==> src/rtl/pio_cmd_pkg.sv <==
// pio_cmd_pkg: FSM states, status flag bit positions and control opcode shared by pio_cmd_bridge.
package pio_cmd_pkg;
  typedef enum logic [1:0] {IDLE, ISSUE, WAIT} state_e;
  localparam int FLG_BUSY = 0;
  localparam int FLG_FULL = 1;
  localparam int FLG_OVF  = 2;
  localparam int FLG_ERR  = 3;
  localparam logic [3:0] CTRL_OPCODE = 4'hF;
endpackage

==> src/rtl/pio_cmd_fifo.sv <==
// pio_cmd_fifo: synchronous first-word-fall-through FIFO; full/empty told apart by an extra pointer bit.
module pio_cmd_fifo #(
  parameter int W     = 32,
  parameter int DEPTH = 8
) (
  input  logic         clk,
  input  logic         rst,
  input  logic         push_i,
  input  logic         pop_i,
  input  logic [W-1:0] data_i,
  output logic [W-1:0] head_o,
  output logic         full_o,
  output logic         empty_o
);
  localparam int AW = $clog2(DEPTH);
  logic [W-1:0] mem_q [DEPTH];
  logic [AW:0]  wr_q, rd_q;
  assign head_o  = mem_q[rd_q[AW-1:0]];
  assign empty_o = wr_q == rd_q;
  assign full_o  = (wr_q[AW] != rd_q[AW]) && (wr_q[AW-1:0] == rd_q[AW-1:0]);
  always_ff @(posedge clk) begin
    if (rst) begin
      wr_q <= '0;
      rd_q <= '0;
    end else begin
      if (push_i) wr_q <= wr_q + 1'b1;
      if (pop_i) rd_q <= rd_q + 1'b1;
    end
  end
  always_ff @(posedge clk) if (push_i) mem_q[wr_q[AW-1:0]] <= data_i;
endmodule

==> src/rtl/pio_cmd_bridge.sv <==
// pio_cmd_bridge: queues HPS PIO instruction words and issues them one at a time to a coprocessor.
// Define PIO_CMD_BRIDGE_TIMEOUT_EN to add a WAIT-state watchdog of TIMEOUT_CYCLES cycles.
module pio_cmd_bridge
  import pio_cmd_pkg::*;
#(
  parameter int INSTR_W        = 32,
  parameter int DEPTH          = 8,
  parameter int FLAG_W         = 4,
  parameter int TIMEOUT_CYCLES = 1024
) (
  input  logic               clk_clk,
  input  logic               reset_reset,
  input  logic [INSTR_W-1:0] pio_instruct,
  input  logic               pio_enable,
  output logic [FLAG_W-1:0]  pio_flags,
  output logic               cmd_valid,
  input  logic               cmd_ready,
  output logic [INSTR_W-1:0] cmd_data,
  input  logic               done,
  input  logic               done_err
);
  state_e state_q, state_d;
  logic enable_q;
  logic [3:0] flg_q, flg_d;
  logic [INSTR_W-1:0] head;
  logic full, empty, submit, ctrl, push, pop, ovf_set, err_set, expired;
  assign submit    = pio_enable && !enable_q;
  assign ctrl      = submit && (pio_instruct[INSTR_W-1 -: 4] == CTRL_OPCODE);
  assign pop       = (state_q == ISSUE) && cmd_ready;
  // a full queue still takes the word when the head leaves in the same cycle
  assign push      = submit && !ctrl && (!full || pop);
  assign ovf_set   = submit && !ctrl && full && !pop;
  assign cmd_valid = state_q == ISSUE;
  assign cmd_data  = cmd_valid ? head : '0;
  pio_cmd_fifo #(.W(INSTR_W), .DEPTH(DEPTH)) u_fifo (
    .clk(clk_clk), .rst(reset_reset), .push_i(push), .pop_i(pop),
    .data_i(pio_instruct), .head_o(head), .full_o(full), .empty_o(empty)
  );
`ifdef PIO_CMD_BRIDGE_TIMEOUT_EN
  localparam int CW = $clog2(TIMEOUT_CYCLES) + 1;
  logic [CW-1:0] cnt_q;
  assign expired = (state_q == WAIT) && (cnt_q == CW'(TIMEOUT_CYCLES - 1));
  always_ff @(posedge clk_clk) cnt_q <= (reset_reset || state_q != WAIT) ? '0 : cnt_q + 1'b1;
`else
  logic unused_timeout;
  assign expired        = 1'b0;
  assign unused_timeout = TIMEOUT_CYCLES != 0;
`endif
  always_comb begin
    state_d = state_q;
    err_set = 1'b0;
    case (state_q)
      IDLE:    state_d = empty ? IDLE : ISSUE;
      ISSUE:   state_d = cmd_ready ? WAIT : ISSUE;
      WAIT: begin
        state_d = (done || expired) ? IDLE : WAIT;
        err_set = done ? done_err : expired;
      end
      default: state_d = IDLE;
    endcase
  end
  always_comb begin
    flg_d[FLG_BUSY] = !empty || state_q != IDLE;
    flg_d[FLG_FULL] = full;
    flg_d[FLG_OVF]  = ovf_set || (flg_q[FLG_OVF] && !ctrl);
    flg_d[FLG_ERR]  = err_set || (flg_q[FLG_ERR] && !ctrl);
    pio_flags       = '0;
    pio_flags[3:0]  = flg_q;
  end
  always_ff @(posedge clk_clk) begin
    if (reset_reset) begin
      state_q  <= IDLE;
      enable_q <= 1'b0;
      flg_q    <= '0;
    end else begin
      state_q  <= state_d;
      enable_q <= pio_enable;
      flg_q    <= flg_d;
    end
  end
endmodule
==> config.mk <==
export PLATFORM = sky130hd
export DESIGN_NAME = pio_cmd_bridge
export DESIGN_NICKNAME = d
export VERILOG_FILES = /design/src/rtl/pio_cmd_pkg.sv /design/src/rtl/pio_cmd_fifo.sv /design/src/rtl/pio_cmd_bridge.sv
export SDC_FILE = /design/constraint.sdc
export NUM_CORES = 1
export LEC_CHECK = 0
export CAP_MARGIN = 20
export CORE_ASPECT_RATIO = 0.7
export CORE_MARGIN = 10
export CORE_UTILIZATION = 29
export CTS_CLUSTER_SIZE = 25
export DETAILED_ROUTE_END_ITERATION = 8
export DONT_BUFFER_PORTS = 1
export PLACE_DENSITY = 0.53
export SETUP_SLACK_MARGIN = 0.5
export SYNTH_ARGS = -nofsm -noshare
export SYNTH_HDL_FRONTEND = slang
export SYNTH_SLANG_ARGS = --single-unit
==> constraint.sdc <==
create_clock -name clk_clk -period 6.68 [get_ports clk_clk]
set_clock_uncertainty 0.2 [all_clocks]
set_input_delay 1.67 -clock clk_clk [delete_from_list [all_inputs] [get_ports clk_clk]]
set_output_delay 1.67 -clock clk_clk [all_outputs]
set_load 0.05 [all_outputs]
==> out/results.ini <==
[synthesis]
synth_seq_cells=274
netlist_area_mm2=0.0105
synth.top_cell.area_share_pct=73.0
yosysTopAreaCell=edfxtp_1
synth_cell_types=39
yosysSeqAreaShare_pct=76.4
yosysWarningCount=0
postSynthCellCount=499
avgSynthCellArea_um2=21.1
synth.area.top_cells=edfxtp_1 (73%), mux4_2 (14%), dfxtp_1 (3.4%)
synth_fp_nets=539

[sta]
drv_slew=0
layout_min_cycle_time_ns=4.70
setup_slack_ns=1.98
fmax_mhz=213
hold_viol=0
setup_tns_ns=0
finalSetupViolations=0
slew_headroom_pct=26.9
tightest_slew_ns=1.09
grt_setup_unrepaired=false
finalCritPeriodShare_pct=70.4

[global_routing]
antenna_found_initial=0
grt_pass1_wl_um=33100
overflow=0
grt_pass1_vias=5131
grt_use_total_pct=9.85
grt_max_degree=65

[route]
ant_nets=0
routed_via_density=4.61
drc=0
wl_per_cell_um=21.7
routed_wl_um=22000
drt_iter0_markers=242
vias=4676
dr.pass1.iters=4

[worst_setup_path]
r2r-start=state_q[1]$_SDFF_PP0_
cp-start-kind=flip-flop
reg2reg_depth=6
cp-end-kind=primary output
criticalPathCategory=flip-flop to primary output
cp_max_fo=64
reg2reg_slack_ns=3.12
cp.arrival_ns=2.83
critPathRequiredTime_ns=4.81
crit-reg2reg-capture=u_fifo.mem_q[5][23]$_DFFE_PP_

[pwr]
comb_power_share_pct=9.0
p_switching_uw=857
p_leak_nw=3.55
clkPwrFrac_pct=39.1
intPower_mw=2.89
powerDensity_mw_per_mm2=311
swShare_pct=22.9
seqPwrFrac_pct=51.9
irDropWorstVdd_uv=196

[layout]
antenna_cells=0
nets=555
design_area_mm2=0.0120
drive_gt1_share_pct=24.5
nFillCells=3342
area_growth_syn_to_layout_pct=14.4
seqCellArea_mm2=0.00806
multi_input_area_mm2=0.00239

[clock_tree]
cts_sinks=274
clk-insertion-delay-late_ns=0.53
clockBufferDepth=3
path_clk_slew_ns=0.06
root_buffer=clkbuf_16
cts_tree=built
cts_max_level=1
cts_buffers=28
cts_setup_buffers=0
hold_buffers=0
cts_resized=0

[floorplan]
die_h_um=179
ios=75
rows=58
core_mm2=0.0358
dieArea_mm2=0.0445
start_util_pct=29.4
fp.dieW_um=248

[job]
maxCapViolations=0

[place]
gp_congestion=0.697
place_area_mm2=0.0111
io_buffers=0
dp_hpwl_um=12600
post-place-ws_ns=2.13

[hold_path]
worstHoldStart=u_fifo.rd_q[1]$_SDFFE_PP0P_
worstHoldPathCells=2
holdCritPathClass=flip-flop to flip-flop

[outcome]
status=complete, no violations

## metal layers
metal,track usage [%],share of wire [%],wire length [µm],vias to the layer above
li1,-,-,-,2077
met1,11.7,41,9110,2466
met2,17.0,50,11100,96
met3,3.02,6.2,1370,37
met4,2.53,1.9,422,0
met5,0,0,0,-
## cell usage after synthesis, drive strengths merged
cell,number
mux2,2
nand4b,2
nor4,4
nor3b,1
and4,3
nor2b,4
nor3,2
o211ai,1
dfxtp,18
nand2b,3
nand2,8
inv,3
clkbuf,15
or3b,1
nor2,42
and3b,1
a21oi,4
or2b,1
mux4,64
buf,12
and2,1
a32oi,1
ha,2
o311ai,1
xnor2,4
a211o,1
a2111oi,2
edfxtp,256
mux2i,33
o21ai,1
nand4,3
xor2,3
## power groups by stage
stage               Clock [mW]  Combinational, mW  Sequential (mW)
global placement             0              0.323             2.00
detailed placement           0              0.325             2.00
floorplan                    0              0.296             1.97
finish                    1.47              0.338             1.94
global route              1.58              0.368             1.95
CTS                       1.51              0.325             1.97
## cell type report
type / instances / share of cell area (%)
multi-input cells: 195 / 19.8
well taps: 480 / 4.99
inverters: 3 / 0.0935
clock inverters: 13 / 0.977
clock buffers: 36 / 6.24
flip-flops and latches: 274 / 66.9
repair buffers: 13 / 0.977
## worst max path at each step
| stage | start | to | cells past startpoint |
|---|---|---|---|
| after global routing | flip-flop | cmd_data[6] | 5 |
| after detailed placement | flip-flop | cmd_data[24] | 4 |
| after CTS | flip-flop | cmd_data[24] | 4 |
| final | flip-flop | cmd_data[17] | 3 |
| after floorplan | cmd_ready | u_fifo.mem_q[0][0]$_DFFE_PP_ | 4 |
| after global placement | flip-flop | cmd_data[24] | 4 |
## cells in the final DEF (no fill, tap or decap), drive strengths merged, types with 2 or more instances in the layout
| master | n |
|---|---|
| nor2b | 4 |
| bufinv | 2 |
| dfxtp | 18 |
| clkinvlp | 2 |
| nor2 | 42 |
| edfxtp | 256 |
| mux4 | 64 |
| mux2 | 2 |
| xnor2 | 4 |
| buf | 13 |
| a2111oi | 2 |
| mux2i | 33 |
| clkbuf | 36 |
| nor4 | 4 |
| and4 | 3 |
| nand4 | 3 |
| inv | 3 |
| nand4b | 2 |
| clkinv | 9 |
| nand2 | 8 |
| xor2 | 3 |
| nor3 | 2 |
| ha | 2 |
| a21oi | 4 |
| nand2b | 3 |
## cell families (layout without fill, tap and decap cells)
kind of cell | count (synthesis) | in the layout | share of synthesized area (%)
flops | 274 | 274 | 76.4
mux | 99 | 99 | 17.1
simple gates | 76 | 76 | 3.54
buf+inv | 30 | 65 | 1.24
compound gates | 11 | 11 | 0.903
xor+xnor | 7 | 7 | 0.582
fa+ha+maj | 2 | 2 | 0.238
## critical path, cell delays in order (launching register included)
cell,delay (ns)
dfxtp_4,0.97
mux4_2,0.36
mux2i_1,0.09
nor2_1,0.84
## per-stage QoR
| stage | instances | power (mW) | hold WS, ns | util [%] |
|---|---|---|---|---|
| 2_1_floorplan | 499 | 2.26 | 0.265 | - |
| 3_3_place_gp | 964 | 2.32 | 0.286 | 31.1 |
| 3_5_place_dp | 964 | 2.33 | 0.306 | 31.1 |
| 4_1_cts | 1013 | 3.80 | 0.312 | 33.5 |
| 5_1_grt | 1014 | 3.90 | 0.350 | 33.6 |
| 6_report | 1014 | 3.75 | 0.318 | 33.6 |
## flip-flops by register name (all words and copies together), names as in the netlist, named ones only
signal	flops
pio_flags	4
state_q	2
u_fifo.wr_q	4
u_fifo.mem_q	256
enable_q	1
u_fifo.rd_q	4
No activity file was read; power rests on OpenSTA's default activity.
==> variant (config.mk and constraints unchanged) <==
Register the output `pio_flags`, cleared by the reset; this adds one clock of latency there. The other outputs are not delayed to match.
--- a/src/rtl/pio_cmd_bridge.sv
+++ b/src/rtl/pio_cmd_bridge.sv
@@ -20,4 +20,6 @@
   input  logic               done_err
 );
+
+  logic [FLAG_W-1:0] pio_flags_d;
   state_e state_q, state_d;
   logic enable_q;
@@ -65,6 +67,6 @@
     flg_d[FLG_OVF]  = ovf_set || (flg_q[FLG_OVF] && !ctrl);
     flg_d[FLG_ERR]  = err_set || (flg_q[FLG_ERR] && !ctrl);
-    pio_flags       = '0;
-    pio_flags[3:0]  = flg_q;
+    pio_flags_d     = '0;
+    pio_flags_d[3:0]  = flg_q;
   end
   always_ff @(posedge clk_clk) begin
@@ -79,3 +81,11 @@
     end
   end
+  always_ff @(posedge clk_clk) begin
+    if (reset_reset) begin
+      pio_flags <= '0;
+    end else begin
+      pio_flags <= pio_flags_d;
+    end
+  end
+
 endmodule
Behaviour: not the same (Yosys sat finds a counterexample within 4 cycles, from zero or initial values and one cycle with reset_reset high).
==> variant against the original RTL <==
Total power rose by 5.1%; wire length rose by 5.1%; setup slack got worse by 0.073 ns; area after synthesis rose by 1.0%; combinational power rose by 2%; critical path depth rose by 2; sequential cell count rose by 4; final area rose by 1.6%; critical path type unchanged; critical endpoint is now cmd_data[2]; largest cell class unchanged; largest power group unchanged.
==> variant: results (changes against the original RTL) <==
maximum vdd drop: 0.000156 V (-21%)
Wirelength per Cell: 22.6 um (+4.1%)
TritonCTS Buffers: 30 (+7.1%)
Post-Route WL: 23100 um (+5.1%)
pre-CTS WS: 2.05 ns (-0.0799 ns)
hold_sp: flg_q[0]
post-placement cell count: 970 (+0.62%)
Worst Hold Slack: 0.252 ns (-0.0656 ns)
Worst path top cell family by delay: simple AND/OR/NAND/NOR gates
post-synthesis compound-gate area fraction: 0.894% (-0.0090 points)
synth cell count leaders: edfxtp_1 (256), mux4_2 (64), nor2_1 (42)
global-route wire length before repair: 34900 um (+5.3%)
WL met1: 9770 um (+7.2%)
routability congestion estimate: 0.712 (+2.1%)
via count of the first global-routing pass: 5358 (+4.4%)
CP Data Arrival Time: 2.91 ns (+0.08 ns)
Seq/Total Area, Yosys: 76.4% (about the same)
via count: 4770 (+2.0%)
Global Route met3 Usage: 3.81% (+0.79 points)
status: completed
GRT met2 Usage: 16.9% (about the same)
Worst-Margin Slew: 1.19 ns (+0.0953 ns)
Port Buffers: 0 (unchanged)
met1 Use GR: 12.2% (+0.42 points)
layout cells sized above 1: 24.3% (-0.27 points)
mux share of post-synthesis cell area: 16.9% (-0.17 points)
initial detailed-routing violation count: 250 (+3.3%)
post-synth net total: 547 (+1.5%)
Synth Area in Adders: 0.235% (-0.0024 points)
most area-consuming cells after synthesis: edfxtp_1 (72%), mux4_2 (14%), dfxtp_1 (4.1%)
Nets: 563 (+1.4%)
Tot GR Track Use: 10.1% (+0.27 points)
Layout fillers: 3328 (-0.42%)
worst reg2reg setup slack: 2.97 ns (-0.15 ns)
CP max FO: 37 (-42%)
wire length on met3: 1520 um (+11%)
WL met2: 11500 um (+3.3%)
min cycle time layout: 4.78 ns (+0.0734 ns)
Max stage delay on crit path: 0.74 ns (-0.23 ns)
Avg Inst Size Synth: 21.0 um2 (-0.58%)
Hold Path Stages: 1 (-1)
LEAKAGE: 0.00364 uW (+2.5%)
Critical Path Slowest Stage Cell: nor2_1
Critical Path End: cmd_data[2]
==> variant: report_power, final <==
group / leakage (uW) / total, uW / switching, uW / internal, uW
sequential: 0.00250 / 1970 / 28.3 / 1940
clock: 0.000477 / 1630 / 633 / 995
combinational: 0.000663 / 344 / 233 / 111
total: 0.00364 / 3940 / 894 / 3050
==> variant: cell type report <==
| cell class | instances | area (um2) | share of cell area, % |
|---|---|---|---|
| tap | 480 | 601 | 4.91 |
| multi-input combinational | 199 | 2410 | 19.7 |
| clock inverter | 16 | 179 | 1.46 |
| clock buffer | 37 | 798 | 6.52 |
| sequential | 278 | 8140 | 66.5 |
| inverter | 3 | 11.3 | 0.0920 |
| timing repair buffer | 11 | 103 | 0.838 |
==> variant: cells by family after synthesis <==
logic type,after synthesis
DFF,278
muxes,99
and+or+nand+nor,80
buffers and inverters,30
AOI/OAI and AO/OA,11
xor gates and xnor gates,7
adders and majority gates,2
